**src/rtl/cache_refill_ctrl_pkg.sv**
```systemverilog
// Shared definitions for the cache refill controller.
// Holds the refill FSM state encoding, the byte-address field layout
// (tag / index / word offset / byte offset) and the line geometry.
package cache_refill_ctrl_pkg;

    // Line geometry: four words per line, selected by a 2-bit word offset.
    localparam int unsigned WORDS_PER_LINE = 4;
    localparam int unsigned WORD_SEL_W     = 2;

    // Byte-address field positions: A[15:8] tag, A[7:4] index, A[3:2] word, A[1:0] byte.
    localparam int unsigned BYTE_OFF_LSB   = 0;
    localparam int unsigned BYTE_OFF_W     = 2;
    localparam int unsigned WORD_OFF_LSB   = 2;
    localparam int unsigned INDEX_LSB      = 4;
    localparam int unsigned TAG_LSB        = 8;
    localparam int unsigned TAG_W          = 8;

    typedef enum logic [1:0] {
        ST_IDLE = 2'd0,
        ST_REQ  = 2'd1,
        ST_WAIT = 2'd2,
        ST_DONE = 2'd3
    } refill_state_e;

endpackage

```
**src/rtl/refill_line_buf.sv**
```systemverilog
// Four-word refill line buffer.
// Ports: clk/rst (async active-high), wr_en/wr_idx/wr_data write one word by
// offset; rd_data_c is the parallel read of the whole line including the word
// being written this cycle, so the last word of a refill can be captured on
// the same edge it arrives.
module refill_line_buf
    import cache_refill_ctrl_pkg::*;
#(
    parameter int unsigned DATA_WIDTH = 32
) (
    input  logic                                 clk,
    input  logic                                 rst,
    input  logic                                 wr_en,
    input  logic [WORD_SEL_W-1:0]                wr_idx,
    input  logic [DATA_WIDTH-1:0]                wr_data,
    output logic [WORDS_PER_LINE*DATA_WIDTH-1:0] rd_data_c
);

    logic [WORDS_PER_LINE-1:0][DATA_WIDTH-1:0] words_q, words_d;

    // Write-by-offset merge.
    always_comb begin
        words_d = words_q;
        if (wr_en) begin
            words_d[wr_idx] = wr_data;
        end
    end

    always_ff @(posedge clk or posedge rst) begin
        if (rst) begin
            words_q <= '0;
        end else begin
            words_q <= words_d;
        end
    end

    // Word k lands on bits [k*DATA_WIDTH +: DATA_WIDTH].
    assign rd_data_c = words_d;

endmodule

```
**src/rtl/cache_refill_ctrl.sv**
```systemverilog
// Critical-word-first cache line refill controller.
// Accepts a read miss (miss_valid/miss_ready), fetches the four words of the
// line one at a time starting at the missing word and wrapping (mem_req /
// mem_addr / mem_rvalid / mem_rdata, one request outstanding), pulses
// crit_valid/crit_data with the first returned word, then pulses line_valid
// with line_data/line_tag/line_index for the cache write. busy is high
// whenever not idle. Clock clk, asynchronous active-high reset rst.
module cache_refill_ctrl #(
    parameter int unsigned RAM_ADDRESS_WIDTH   = 16,
    parameter int unsigned DATA_WIDTH          = 32,
    parameter int unsigned CACHE_ADDRESS_WIDTH = 4,
    parameter int unsigned WORDS_PER_LINE      = 4
) (
    input  logic                                 clk,
    input  logic                                 rst,
    input  logic                                 miss_valid,
    input  logic [RAM_ADDRESS_WIDTH-1:0]         miss_addr,
    output logic                                 miss_ready,
    output logic                                 mem_req,
    output logic [RAM_ADDRESS_WIDTH-1:0]         mem_addr,
    input  logic                                 mem_rvalid,
    input  logic [DATA_WIDTH-1:0]                mem_rdata,
    output logic                                 crit_valid,
    output logic [DATA_WIDTH-1:0]                crit_data,
    output logic                                 line_valid,
    output logic [WORDS_PER_LINE*DATA_WIDTH-1:0] line_data,
    output logic [7:0]                           line_tag,
    output logic [CACHE_ADDRESS_WIDTH-1:0]       line_index,
    output logic                                 busy
);

    localparam int unsigned LINE_W   = WORDS_PER_LINE * DATA_WIDTH;
    localparam int unsigned SEL_W    = cache_refill_ctrl_pkg::WORD_SEL_W;
    localparam int unsigned IDX_LSB  = cache_refill_ctrl_pkg::INDEX_LSB;
    localparam int unsigned LADDR_W  = RAM_ADDRESS_WIDTH - IDX_LSB;
    localparam int unsigned TAG_OFF  = cache_refill_ctrl_pkg::TAG_LSB - IDX_LSB;
    localparam int unsigned TAG_W    = cache_refill_ctrl_pkg::TAG_W;
    localparam int unsigned BOFF_W   = cache_refill_ctrl_pkg::BYTE_OFF_W;
    localparam logic [SEL_W-1:0] LAST_WORD = SEL_W'(WORDS_PER_LINE - 1);

    cache_refill_ctrl_pkg::refill_state_e state_q, state_d;

    logic [LADDR_W-1:0]             line_addr_q, line_addr_d;   // A[15:4] of the miss
    logic [SEL_W-1:0]               cnt_q, cnt_d;               // word offset being fetched
    logic [SEL_W-1:0]               nrecv_q, nrecv_d;           // words already returned
    logic                           miss_ready_q, miss_ready_d;
    logic                           busy_q, busy_d;
    logic                           mem_req_q, mem_req_d;
    logic [RAM_ADDRESS_WIDTH-1:0]   mem_addr_q, mem_addr_d;
    logic                           crit_valid_q, crit_valid_d;
    logic [DATA_WIDTH-1:0]          crit_data_q, crit_data_d;
    logic                           line_valid_q, line_valid_d;
    logic [LINE_W-1:0]              line_data_q, line_data_d;
    logic [TAG_W-1:0]               line_tag_q, line_tag_d;
    logic [CACHE_ADDRESS_WIDTH-1:0] line_index_q, line_index_d;

    logic                           buf_wr_c;
    logic [LINE_W-1:0]              buf_line_c;

    // Byte offset never matters: every fetch is word-aligned.
    logic unused_byte_off;
    assign unused_byte_off = ^miss_addr[cache_refill_ctrl_pkg::BYTE_OFF_LSB +: BOFF_W];

    // Only a return in WAIT belongs to the outstanding request.
    assign buf_wr_c = (state_q == cache_refill_ctrl_pkg::ST_WAIT) && mem_rvalid;

    refill_line_buf #(
        .DATA_WIDTH (DATA_WIDTH)
    ) u_line_buf (
        .clk       (clk),
        .rst       (rst),
        .wr_en     (buf_wr_c),
        .wr_idx    (cnt_q),
        .wr_data   (mem_rdata),
        .rd_data_c (buf_line_c)
    );

    // Next-state and output decode.
    always_comb begin
        state_d      = state_q;
        line_addr_d  = line_addr_q;
        cnt_d        = cnt_q;
        nrecv_d      = nrecv_q;
        crit_valid_d = 1'b0;
        crit_data_d  = crit_data_q;
        line_valid_d = 1'b0;
        line_data_d  = line_data_q;
        line_tag_d   = line_tag_q;
        line_index_d = line_index_q;

        case (state_q)
            cache_refill_ctrl_pkg::ST_IDLE: begin
                if (miss_valid && miss_ready_q) begin
                    line_addr_d = miss_addr[RAM_ADDRESS_WIDTH-1:IDX_LSB];
                    cnt_d       = miss_addr[cache_refill_ctrl_pkg::WORD_OFF_LSB +: SEL_W];
                    nrecv_d     = '0;
                    state_d     = cache_refill_ctrl_pkg::ST_REQ;
                end
            end
            cache_refill_ctrl_pkg::ST_REQ: begin
                state_d = cache_refill_ctrl_pkg::ST_WAIT;
            end
            cache_refill_ctrl_pkg::ST_WAIT: begin
                if (mem_rvalid) begin
                    if (nrecv_q == '0) begin
                        crit_valid_d = 1'b1;
                        crit_data_d  = mem_rdata;
                    end
                    if (nrecv_q == LAST_WORD) begin
                        line_valid_d = 1'b1;
                        line_data_d  = buf_line_c;
                        line_tag_d   = line_addr_q[TAG_OFF +: TAG_W];
                        line_index_d = line_addr_q[0 +: CACHE_ADDRESS_WIDTH];
                        state_d      = cache_refill_ctrl_pkg::ST_DONE;
                    end else begin
                        cnt_d   = cnt_q + SEL_W'(1);
                        nrecv_d = nrecv_q + SEL_W'(1);
                        state_d = cache_refill_ctrl_pkg::ST_REQ;
                    end
                end
            end
            cache_refill_ctrl_pkg::ST_DONE: begin
                state_d = cache_refill_ctrl_pkg::ST_IDLE;
            end
            default: begin
                state_d = cache_refill_ctrl_pkg::ST_IDLE;
            end
        endcase

        // Outputs registered from the upcoming state so they align with it.
        miss_ready_d = (state_d == cache_refill_ctrl_pkg::ST_IDLE);
        busy_d       = !miss_ready_d;
        mem_req_d    = (state_d == cache_refill_ctrl_pkg::ST_REQ);
        mem_addr_d   = mem_req_d ? {line_addr_d, cnt_d, {BOFF_W{1'b0}}} : mem_addr_q;
    end

    always_ff @(posedge clk or posedge rst) begin
        if (rst) begin
            state_q      <= cache_refill_ctrl_pkg::ST_IDLE;
            line_addr_q  <= '0;
            cnt_q        <= '0;
            nrecv_q      <= '0;
            miss_ready_q <= 1'b1;
            busy_q       <= 1'b0;
            mem_req_q    <= 1'b0;
            mem_addr_q   <= '0;
            crit_valid_q <= 1'b0;
            crit_data_q  <= '0;
            line_valid_q <= 1'b0;
            line_data_q  <= '0;
            line_tag_q   <= '0;
            line_index_q <= '0;
        end else begin
            state_q      <= state_d;
            line_addr_q  <= line_addr_d;
            cnt_q        <= cnt_d;
            nrecv_q      <= nrecv_d;
            miss_ready_q <= miss_ready_d;
            busy_q       <= busy_d;
            mem_req_q    <= mem_req_d;
            mem_addr_q   <= mem_addr_d;
            crit_valid_q <= crit_valid_d;
            crit_data_q  <= crit_data_d;
            line_valid_q <= line_valid_d;
            line_data_q  <= line_data_d;
            line_tag_q   <= line_tag_d;
            line_index_q <= line_index_d;
        end
    end

    assign miss_ready = miss_ready_q;
    assign busy       = busy_q;
    assign mem_req    = mem_req_q;
    assign mem_addr   = mem_addr_q;
    assign crit_valid = crit_valid_q;
    assign crit_data  = crit_data_q;
    assign line_valid = line_valid_q;
    assign line_data  = line_data_q;
    assign line_tag   = line_tag_q;
    assign line_index = line_index_q;

endmodule

```
**config.mk**
```make
export PLATFORM = sky130hd
export DESIGN_NAME = cache_refill_ctrl
export DESIGN_NICKNAME = d
export VERILOG_FILES = /design/src/rtl/cache_refill_ctrl_pkg.sv /design/src/rtl/refill_line_buf.sv /design/src/rtl/cache_refill_ctrl.sv
export SDC_FILE = /design/constraint.sdc
export NUM_CORES = 1
export LEC_CHECK = 0
export CORE_MARGIN = 4
export CORE_UTILIZATION = 55
export CTS_CLUSTER_SIZE = 14
export DETAILED_ROUTE_END_ITERATION = 7
export HOLD_SLACK_MARGIN = 0.12
export PLACE_DENSITY = 0.83
export SYNTH_ARGS = -nofsm -noshare
export SYNTH_HDL_FRONTEND = slang
export SYNTH_SLANG_ARGS = --single-unit
export TNS_END_PERCENT = 20
```
**constraint.sdc**
```tcl
create_clock -name clk -period 26.9 [get_ports clk]
set_input_delay 4.035 -clock clk [delete_from_list [all_inputs] [get_ports clk]]
set_output_delay 4.035 -clock clk [all_outputs]
set_load 0.005 [all_outputs]
```
* Word level (Yosys, flattened, before mapping) *
Cells that the tools add are included.

word-level totals
  register bits = 337
  latch bits = 0
  memory bits (writable) = 0
  bits in read-only memories = 0
  input bits = 52
  output and inout port bits = 193
  memories = 0

operators by class
  $add $sub $neg = 2
  $mul = 0
  div/mod/pow operators = 0
  $lt $le $gt $ge = 2
  eq/ne operators = 8
  shift-type cells = 0
  multiplexer cells = 24
  bitwise logic cells = 0
  reductions and logical operators = 11

operators by type and width
  operator               count
  $bwmux W128            1
  $mux W128              1
  $demux W32 S2          1
  $mux W32               1
  $mux W12               2
  $mux W2                9
  $pmux W2 S2            2
  $pmux W2 S4            1
  $eq A2 B2 Y1 const B   3
  $logic_not A2 Y1       3
  $mux W1                6
  $ne A2 B2 Y1 const B   3
  $reduce_and A3 Y1      2
  $add A2 B1 Y2 const B  2
  $eq A2 B1 Y1 const B   2
  $reduce_and A4 Y1      1
  $logic_and A1 B1 Y1    3
  $lt A2 B3 Y1 const B   1
  $ge A2 B1 Y1 const B   1
  $reduce_bool A2 Y1     1
  $logic_not A1 Y1       1

* Logic depth before layout (Yosys ltp) *
  word-level depth = 6
  gate-level depth with buffers = 6
  gate-level depth less buffers = 5

* Hierarchy *
A second synthesis with hierarchy kept.

unflattened totals
  cell total of the unflattened synthesis = 742
  area, all modules = 13115.1 µm²

by module, submodules not included
  module             times used  cells an instance  area an instance (µm²)  seq. area each (µm²)
  cache_refill_ctrl  1           469                8366.8                  5231.3
  refill_line_buf    1           273                4748.3                  3203.1

* Least setup slack after synthesis *
OpenSTA, ideal clock, no wires.

  path kind = input to register
  from = in mem_rvalid
  to = reg mem_addr_q[15], in the netlist mem_addr[15]
  library setup time = 125 ps
  arrival time = 5125 ps
  data required time = 26775 ps
  slack = 21650 ps
  stages on the path = 5
  path through = buf_4 -> nand3b_1 -> a21oi_4 -> buf_6 -> mux2_2

between the ends
  cells in the longest elaborated chain, start to end = 3

ends and longest elaborated chain
  item                    RTL line                  RTL
  start: declaration      cache_refill_ctrl.sv:21   input logic mem_rvalid,
  $mux W2                 cache_refill_ctrl.sv:104  if (mem_rvalid) begin
  $pmux W2 S4             cache_refill_ctrl.sv:91   case (state_q)
  $eq A2 B1 Y1            cache_refill_ctrl.sv:133  mem_req_d = (state_d == cache_refill_ctrl_pkg::ST_REQ);
  via mem_req_d           cache_refill_ctrl.sv:48   logic mem_req_q, mem_req_d;
  end signal: assignment  cache_refill_ctrl.sv:161  mem_addr_q <= mem_addr_d;
  end: declaration        cache_refill_ctrl.sv:49   logic [RAM_ADDRESS_WIDTH-1:0] mem_addr_q, mem_addr_d;

The timed path passes the listed nets, and every way through them passes these cells.
A chain may end at the register's enable or synchronous reset.

* Final worst setup path *
  from = in mem_rvalid
  to = reg line_data_q[76], in the netlist line_data[76]

between the ends
  cells in the longest elaborated chain, start to end = 2
  elaborated cells on any way between the ends = 3
  classes of those cells = 1 x mux; 2 x reduce/logical

ends and longest elaborated chain
  item                    RTL line                  RTL
  $logic_and A1 B1 Y1     cache_refill_ctrl.sv:65   assign buf_wr_c = (state_q == cache_refill_ctrl_pkg::ST_WAIT) && mem_rvalid;
  $mux W128               refill_line_buf.sv:24     if (wr_en) begin
  via buf_line_c[76]      cache_refill_ctrl.sv:58   logic [LINE_W-1:0] buf_line_c;
  end signal: assignment  cache_refill_ctrl.sv:165  line_data_q <= line_data_d;
  end: declaration        cache_refill_ctrl.sv:53   logic [LINE_W-1:0] line_data_q, line_data_d;

The timed path passes the listed nets, and every way through them passes these cells.

==> flow_summary_export.csv <==
group,metric,value,unit
worst_setup_path,r2r_cells,4,
place,pre_cts_ws,19850,ps
sta,rsz0062_at_grt,"no",
job,maxCapViolations,0,
final_layout,nNetsFinal,1112,
final_layout,nFillCells,1563,
synthesis,ys_ff_latch,337,
floorplanning,die_h,164,µm
place,gp_congestion,0.748,
global_routing,grt_max_degree,124,
worst_setup_path,path_max_fanout,32,
final_layout,syn_to_final_growth,28.0,%
route,drtIter0Drc,433,
worst_setup_path,r2r_end,"u_line_buf.words_q[114]",
clock_tree,htree_levels,2,
sta,fin_setup_tns,0,ps
worst_setup_path,cp-endpoint,"line_data[76]",
power_and_ir_drop,cell_internal_pwr,1.44,mW
global_routing,grt_pass1_vias,8198,
sta,tightest_slew,1110,ps
route,vias,7434,
floorplanning,pin_count,245,
clock_tree,clock-root-buffer,"clkbuf_16",
synthesis,synth_area_per_cell,16.4,µm²
floorplanning,die_w,164,µm
route,drc,0,
global_routing,antenna_found_initial,0,
place,io_buffers,240,
worst_setup_path,start_kind,"primary input",
route,wl_per_cell,20.3,µm
floorplanning,start_util,0.565,
final_layout,post-route-cell-area,17100,µm²
clock_tree,cts_buffers,36,
global_routing,met2_usage,0.355,
power_and_ir_drop,p_total,1.96,mW
global_routing,grtUsageTotal,0.216,
clock_tree,cts_setup_buffers,0,
sta,maxSlewViolCount,0,
synthesis,syn-cell-area,13400,µm²
floorplanning,rows,56,
worst_setup_path,critPathArrivalTime,6770,ps
clock_tree,cts.sinks,337,
route,routed_via_density,5.31,
global_routing,met1_usage,0.283,
sta,slew_headroom,0.258,
power_and_ir_drop,swShare,0.266,
worst_hold_path,worstHoldPathType,"reg2reg",
worst_setup_path,cp-end-kind,"flop",
status,status,"completed",
sta,finalHoldViolations,0,
global_routing,overflow,0,
global_routing,grt_busiest_layer,"met2",
power_and_ir_drop,pwr-share-clk,0.249,
synthesis,seq_area_frac_synth,0.631,
floorplanning,coreArea,23700,µm²
synthesis,ys_types,31,
route,routed_wl,28.5,mm
route,antenna_left,0,
final_layout,antenna_cells,0,
power_and_ir_drop,peakVddDrop,0.0000870,V
synthesis,yosys_warnings,0,
final_layout,drive_gt1_frac,0.339,
global_routing,grt_pass1_wl,45.7,mm
worst_setup_path,crit_start,"mem_rvalid",
final_layout,multi_input_area,4610,µm²
clock_tree,cts_hold_buf,0,
sta,setup_viol,0,
power_and_ir_drop,powerDensity,114,nW/µm²
sta,layout_min_cycle_time,6390,ps
place,place.detailed.hpwl,17.5,mm
worst_setup_path,rrSetupSlack,24000,ps
sta,period_share,0.238,
final_layout,regArea,8430,µm²
sta,skew,17.6,ps
worst_setup_path,regToRegStartpoint,"cnt_q[0]",
clock_tree,cts_tree,"yes",
power_and_ir_drop,p_switching,0.520,mW
route,drt-pass1-iter-count,4,
power_and_ir_drop,p_leak,8.15,nW
global_routing,use_met3,0.0670,
power_and_ir_drop,pwr-share-comb,0.331,
clock_tree,cts_buffer_depth,3,
power_and_ir_drop,p_seq_frac,0.421,
worst_setup_path,required,27280,ps
clock_tree,insertion_delay,510,ps
worst_setup_path,critPathKind,"in2reg",
sta,timing.fmax,156,MHz
floorplanning,die_area,26900,µm²
clock_tree,cts.repair.resized,0,
sta,finalWorstSetupSlack,20510,ps
place,placed_area,15900,µm²
clock_tree,clk_pin_slew_worst_paths,60,ps
synthesis,synthCells,814,
## critical path, stage by stage
cell and delay, ps:
clkdlybuf4s50_1 870, nand4b_4 960, mux2_4 630, mux2_2 280
## stage by stage
stage	std cells	hold WS (ps)	utilization
after floorplan	815	464	-
after global placement	1335	463	0.673
after detailed placement	1335	469	0.673
after CTS	1400	483	0.723
after global routing	1400	494	0.723
final	1400	477	0.723
## metal layers
metal / share of wire / vias to the layer above
met5: 0 / -
met3: 0.069 / 48
met4: 0.022 / 0
met2: 0.49 / 197
met1: 0.42 / 3853
li1: - / 3336
## worst min-delay path by stage
stage	start	endpoint	depth (start not counted)
final	line_data[120]	line_data[120]	2
after global routing	u_line_buf.words_q[2]	u_line_buf.words_q[2]	1
after CTS	line_data[120]	line_data[120]	2
after detailed placement	line_data[120]	line_data[120]	2
after global placement	line_data[97]	line_data[97]	2
after floorplan	u_line_buf.words_q[100]	u_line_buf.words_q[100]	1
## synthesized netlist by cell type, drive strengths merged
master | count | share of area
dfstp | 1 | 0.0020
dfrtp | 336 | 0.63
inv | 10 | 0.0028
o21bai | 2 | 0.0011
nand3 | 2 | 0.0015
o2bb2ai | 1 | 0.00066
a32oi | 1 | 0.00066
ha | 6 | 0.0056
a21oi | 1 | 0.0012
nor3b | 1 | 0.00056
conb | 1 | 0.00028
o21ai | 35 | 0.013
nand4bb | 1 | 0.00084
nor4bb | 1 | 0.00075
clkbuf | 6 | 0.0017
nor2b | 1 | 0.00047
nand3b | 2 | 0.0011
nand2 | 33 | 0.0093
buf | 39 | 0.022
mux2i | 34 | 0.025
nand4b | 4 | 0.0071
a21o | 1 | 0.00056
nand2b | 2 | 0.00094
mux2 | 292 | 0.27
and2b | 1 | 0.00066
## cells by family after synthesis
group	after synthesis	synth area share
other	1	0.000280
adders and majority gates	6	0.00561
AOI/OAI and AO/OA	41	0.0173
and+or+nand+nor	48	0.0232
muxes	326	0.297
buffers and inverters	55	0.0262
DFF	337	0.631
## flip-flops by register name, indices dropped and copies added, names as in the netlist
signal,cells
crit_valid,1
line_addr_q,12
line_index,4
mem_addr,14
busy,1
line_data,128
crit_data,32
u_line_buf.words_q,128
miss_ready,1
nrecv_q,2
line_tag,8
cnt_q,2
state_q,2
line_valid,1
mem_req,1
## power by group through the flow
stage | combinational, mW | clock [mW] | sequential (mW)
6_report | 0.647 | 0.487 | 0.823
5_1_grt | 0.702 | 0.521 | 0.849
4_1_cts | 0.658 | 0.497 | 0.824
3_5_place_dp | 0.650 | 0 | 0.830
3_3_place_gp | 0.633 | 0 | 0.816
2_1_floorplan | 0.349 | 0 | 0.817
## cell type report
cell class,instances,area share
Sequential cell,337,0.493
Multi-Input combinational cell,423,0.269
Timing Repair Buffer,246,0.143
Clock buffer,56,0.0647
Tap cell,319,0.0233
Clock inverter,9,0.00453
Inverter,10,0.00278
## layout by cell type, fill, tap and decap left out, drive strengths merged, types with 6 or more instances in the layout
cell           instances
inv                   12
dfrtp                336
nand2                 33
mux2i                 34
o21ai                 35
clkinv                 6
clkbuf                56
ha                     6
clkdlybuf4s50        240
mux2                 292
buf                    6
(Power assumes the default switching activity.)
